**src/rtl/pc_stack.sv**
```systemverilog
// pc_stack: shift-register return-address stack with sticky overflow/underflow flags
module pc_stack #(
  parameter int WIDTH = 12,
  parameter int DEPTH = 4
) (
  input  logic                       i_clk,
  input  logic                       i_reset,
  input  logic                       i_push,
  input  logic                       i_pop,
  input  logic [WIDTH-1:0]           i_push_data,
  input  logic                       i_clr_flags,
  output logic [WIDTH-1:0]           o_top,
  output logic [$clog2(DEPTH+1)-1:0] o_depth,
  output logic                       o_full,
  output logic                       o_empty,
  output logic                       o_overflow,
  output logic                       o_underflow
);
  localparam int DW = $clog2(DEPTH+1);
  localparam logic [DW-1:0] MAX_D = DW'(DEPTH);
  logic [WIDTH-1:0] r_entry [DEPTH];
  logic [DW-1:0]    r_depth;
  logic             r_overflow, r_underflow;
  logic             w_push_only, w_pop_only, w_ovf, w_unf;
  // decode single-operation cases and the flag set conditions
  always_comb begin
    w_push_only = i_push && !i_pop;
    w_pop_only  = i_pop && !i_push;
    w_ovf       = w_push_only && o_full;
    w_unf       = w_pop_only && o_empty;
  end
  // stack storage: push shifts down, pop shifts up with bottom duplicated, both replaces top
  always_ff @(posedge i_clk) begin
    if (i_reset) begin
      for (int k = 0; k < DEPTH; k++) r_entry[k] <= '0;
    end else if (w_push_only) begin
      for (int k = 1; k < DEPTH; k++) r_entry[k] <= r_entry[k-1];
      r_entry[0] <= i_push_data;
    end else if (w_pop_only) begin
      for (int k = 0; k < DEPTH-1; k++) r_entry[k] <= r_entry[k+1];
    end else if (i_push && i_pop) begin
      r_entry[0] <= i_push_data;
    end
  end
  // saturating depth count and sticky flags where a set beats a clear
  always_ff @(posedge i_clk) begin
    if (i_reset) begin
      r_depth     <= '0;
      r_overflow  <= 1'b0;
      r_underflow <= 1'b0;
    end else begin
      r_depth     <= (w_push_only && !o_full) ? r_depth + 1'b1 :
                     (w_pop_only && !o_empty) ? r_depth - 1'b1 : r_depth;
      r_overflow  <= w_ovf || (r_overflow && !i_clr_flags);
      r_underflow <= w_unf || (r_underflow && !i_clr_flags);
    end
  end
  assign o_top       = r_entry[0];
  assign o_depth     = r_depth;
  assign o_full      = r_depth == MAX_D;
  assign o_empty     = r_depth == '0;
  assign o_overflow  = r_overflow;
  assign o_underflow = r_underflow;
endmodule

```
**config.mk**
```make
export PLATFORM = sky130hd
export DESIGN_NAME = pc_stack
export DESIGN_NICKNAME = d
export VERILOG_FILES = /design/src/rtl/pc_stack.sv
export SDC_FILE = /design/constraint.sdc
export NUM_CORES = 1
export LEC_CHECK = 0
export ABC_CLOCK_PERIOD_IN_PS = 4600
export BUFFER_PORTS_ARGS = -buffer_cell sky130_fd_sc_hd__buf_2
export CAP_MARGIN = 20
export CORE_MARGIN = 2
export CORE_UTILIZATION = 59
export CTS_CLUSTER_DIAMETER = 200
export DETAILED_ROUTE_END_ITERATION = 10
export GPL_ROUTABILITY_DRIVEN = 1
export PLACE_DENSITY_LB_ADDON = 0.15
export REMOVE_ABC_BUFFERS = 1
export SLEW_MARGIN = 20
export SYNTH_ARGS = -nofsm -noshare
export SYNTH_HDL_FRONTEND = slang
export SYNTH_SLANG_ARGS = --single-unit
```
**constraint.sdc**
```tcl
create_clock -name i_clk -period 4.6 [get_ports i_clk]
set_clock_uncertainty 0.2 [all_clocks]
set_input_delay 0.69 -clock i_clk [delete_from_list [all_inputs] [get_ports i_clk]]
set_output_delay 0.69 -clock i_clk [all_outputs]
set_load 0.05 [all_outputs]
```
# Word-level counts from Yosys, hierarchy flattened
# Memory sizes are Yosys's and may differ from the RTL's.
# Index checks and enable logic that the tools add are counted.
# W data, S select, Z words.
totals:
  register_bits: 5
  ram_bits: 48
  in_bits: 17
  memories: 1
classes:
  add_sub_neg: 2
  eq_ne: 1
  muxes: 24
  bitwise: 8
  n_reduce_logical: 18
mem_list:
  columns: ["name", "depth", "width", "rd", "rd_clocked_by_memory_dff", "write_ports", "line_no", "text"]
  rows:
  - ["r_entry", 4, 12, 4, 0, 4, "21", "logic [WIDTH-1:0] r_entry [DEPTH];"]
ops:
  columns: ["op", "count"]
  rows:
  - ["$mux W12", 8]
  - ["$mux W1", 14]
  - ["$logic_and A1 B1 Y1", 9]
  - ["$or A1 B1 Y1", 8]
  - ["$mux W3", 2]
  - ["$logic_not A1 Y1", 5]
  - ["$add A3 B1 Y3 const B", 1]
  - ["$eq A3 B3 Y1 const B", 1]
  - ["$logic_not A3 Y1", 1]
  - ["$sub A3 B1 Y3 const B", 1]
  - ["$logic_or A1 B1 Y1", 2]
  - ["$reduce_bool A2 Y1", 1]

# Depth between registers and ports, before layout
logic_depth:
  word_depth: 8
  ltp_mapped: 7
  ltp_nobuf: 7

# Worst setup path before layout
# No wires, ideal clock.
synth_path:
  kind: "register to register"
  startpoint: "register r_depth[0] (netlist: o_depth[0])"
  endpoint: "register r_depth[2] (netlist: o_depth[2])"
  setup_time_ns: 0.075
  arrival_time_ns: 2.731
  required_ns: 4.325
  slack_ns: 1.594
  path_stages_with_launch: 8
  n_path_buf: 0
  synth_period_minus_slack_ns: 3.006
  path_cell_list: "dfxtp_1 -> nor2_1 -> and2_1 -> or2_2 -> fa_1 -> or3b_1 -> or3_1 -> a31oi_1"
synth_between:
  elab_chain_len: 4
  elab_cells_between_ends: 11
synth_lines:
  columns: ["item", "line_no", "text"]
  rows:
  - ["from (decl)", "22", "logic [DW-1:0] r_depth;"]
  - ["from (signal assigned)", "52", "r_depth <= (w_push_only && !o_full) ? r_depth + 1'b1 :"]
  - ["$eq A3 B3 Y1 (*)", "60", "assign o_full = r_depth == MAX_D;"]
  - ["via o_full", "14", "output logic o_full,"]
  - ["$logic_not A1 Y1 (*)", "52", null]
  - ["$logic_and A1 B1 Y1 (*)", "52", null]
  - ["$mux W3 or $reduce_bool A2 Y1 (tied branches)", null, null]
# The timed path passes the listed nets; every way through them passes the cells marked *. The select of a mux whose other input is x is not followed.
# A chain may end at the register's enable or synchronous reset.

# Final worst setup path
layout_path:
  startpoint: "input i_pop"
  endpoint: "register r_depth[2] (netlist: o_depth[2])"
layout_between:
  elab_chain_len: 4
  elab_cells_between_ends: 7
layout_lines:
  columns: ["item", "line_no", "text"]
  rows:
  - ["from (decl)", "9", "input logic i_pop,"]
  - ["$logic_not A1 Y1", "27", "w_push_only = i_push && !i_pop;"]
  - ["$logic_and A1 B1 Y1", "27", null]
  - ["$logic_and A1 B1 Y1", "52", null]
  - ["$mux W3 or $reduce_bool A2 Y1 (tied branches)", null, null]
# Parallel ways exist; a longest one is shown, timed or not.

==> metrics.txt <==
syn_area_per_cell 15.74 µm²; fin. max-slew vios 0; switching share of power 26.47%; Slew @ Worst Pin 1.061 ns; num rows 22; routed via count 1349; initial core utilization 60.64%; mapped cell area 2203 µm²; internal power 771.6 µW; setup violators final 0; DIE AREA 4239 µm²; Hold Crit Class flop to flop; Filler cells 274; antenna violations before repair 0; top cells by area, synth edfxtp_1 65%, a22o_1 15%, dfxtp_1 4.5%; setup TNS 0 ns; GPL Wtd Cong 0.8506; CTS H-tree depth 2; PwrDens 417.3 nW/µm²; Leakage 0.001020 µW; clock transition at the registers of the reported paths 0.09 ns; DR DRC count 0; clock share of power 28.8%; Layout area overhead 14.14%; worst endpoint required time 4.64 ns; RSZ-0062 raised after global routing no; die height 65.11 µm; Total GRT Usage 21.87%; Min-Delay Path Depth 1; WL per Instance 18.42 µm; crit start category input pin; CTS Hold Bufs 0; Synth Flop Type edfxtp_1; Final Hold Viols 0; Psw 277.8 µW; WP data arrival 2.63 ns; Max Cap Viol 0; Post-synth EDFFs 48; FF+latch count, synth 53; f_max 0.3867 GHz; DRT Pass-1 Iters 4; part of the power in combinational logic 14.6%; area of the core 3633 µm²; Total Wirelength 4126 µm; Max-slew headroom 29.15%; Max VDD drop 0.2389 mV; Post-CTS Resized 0; outcome completed; Crit. End Element flop; Via-to-Cell Ratio 6.022; Num CTS Buffers 5; leading area contributor after synthesis edfxtp_1; synth warn 0; fraction of layout cells with a size suffix above 1 26.70%; largest buffer count on any clock path 2; post-CTS setup buffer count 0; Iter 0 DRT Violations 132; Syn Inst Count 140; Seq/Total Area, Yosys 69.96%; DIE WIDTH 65.11 µm; Final period util 56.22%; worst skew pair latency 0.30 ns; Port Buf Inserts 35; Pwr Total 1049 µW; CTS Sinks 53; Unique masters post-synth 25; worst-path fanout max 6; ANT cells 0; crit path time final 2.586 ns; largest net degree at the start of global routing 38; hpwl dp 2431 µm; Remaining Overflow, GRT 0; vias in the first global route 1323; R2R depth 7; Async S/R FF share, synth 0%; # nets final 193; IO Count 36; first-pass GRT wire length 6699 µm; post-route ant nets 0; root buf cell clkbuf_8; post-synth top area share 65.42%; CTS tree yes; Flop pwr share 56.6%; critical path class input pin to flop
==> layer usage <==
layer  GRT usage (%)  up-vias  wire length, µm
met3           4.623        7              239
met2           33.12       49             1974
li1                -      623                -
met1           30.98      670             1842
met5               0        -                0
met4           9.635        0               70
==> worst max-delay path, cell delays in order <==
cell and delay (ns):
buf_2 0.14, nand2b_2 0.23, or2_2 0.32, fa_1 0.38, or3b_1 0.40, or3_1 0.31
a31oi_1 0.15
==> Yosys cell counts, drive strengths merged, types with 2 or more instances <==
master  number
xnor2        2
nor3         3
and2        13
nand2b       4
dfxtp        5
nor2         4
or3          4
buf          6
edfxtp      48
a22o        38
clkbuf       2
==> final cells by class <==
cell class | instances | area [µm²] | area share (%)
Clock buffer | 6 | 72.57 | 2.886
Sequential cell | 53 | 1541 | 61.29
Tap cell | 48 | 60.06 | 2.388
Timing Repair Buffer | 36 | 182.7 | 7.264
Inverter | 1 | 3.754 | 0.1493
Clock inverter | 2 | 33.78 | 1.343
Multi-Input combinational cell | 78 | 620.6 | 24.68
==> final timing paths <==
path | start | to | slack, ns
worst max-delay path | i_pop | o_depth[2] | 2.01
worst min-delay path | o_overflow | o_overflow | 0.28
worst max register to register | o_depth[1] | o_depth[2] | 2.03
worst min register to register | o_overflow | o_overflow | 0.28
==> layout by cell type, fill, tap and decap left out, types with 2 or more instances in the layout <==
master,instances
edfxtp_1,48
a22o_1,38
buf_2,35
and2_1,13
clkbuf_8,5
dfxtp_1,5
nor2_1,3
nand2b_1,3
nor3_1,3
or3_1,3
xnor2_1,2
==> stage by stage <==
step / instance area (µm²) / utilization, % / setup slack, ns / hold slack (ns) / instances
CTS: 2515 / 69.21 / 2.036 / 0.2867 / 224
global placement: 2409 / 66.29 / 1.792 / 0.2535 / 216
finish: 2515 / 69.21 / 2.014 / 0.2820 / 224
detailed placement: 2409 / 66.29 / 1.722 / 0.2581 / 216
floorplan: 2166 / - / 1.594 / 0.3185 / 132
global route: 2515 / 69.21 / 1.868 / 0.3054 / 224
==> flip-flops by register name, indices dropped and copies added (netlist names) <==
signal and flops:
o_underflow 1, o_overflow 1, o_depth 3, r_entry 48
==> power groups by stage <==
stage               logic, µW  clock network (µW)  registers, µW
global placement          150                   0            601
CTS                       154                 307            594
detailed placement        154                   0            604
global route              163                 327            599
floorplan                65.1                   0            643
finish                    153                 302            594
==> cell families after synthesis <==
family	Yosys count	share of synthesized area, %
compound gates	41	16.01
simple gates	33	9.995
buf+inv	9	1.874
flops	53	69.96
xor+xnor	2	0.7951
mux	1	0.4543
fa+ha+maj	1	0.9086
Note: power is estimated with default switching activity, not from simulation.
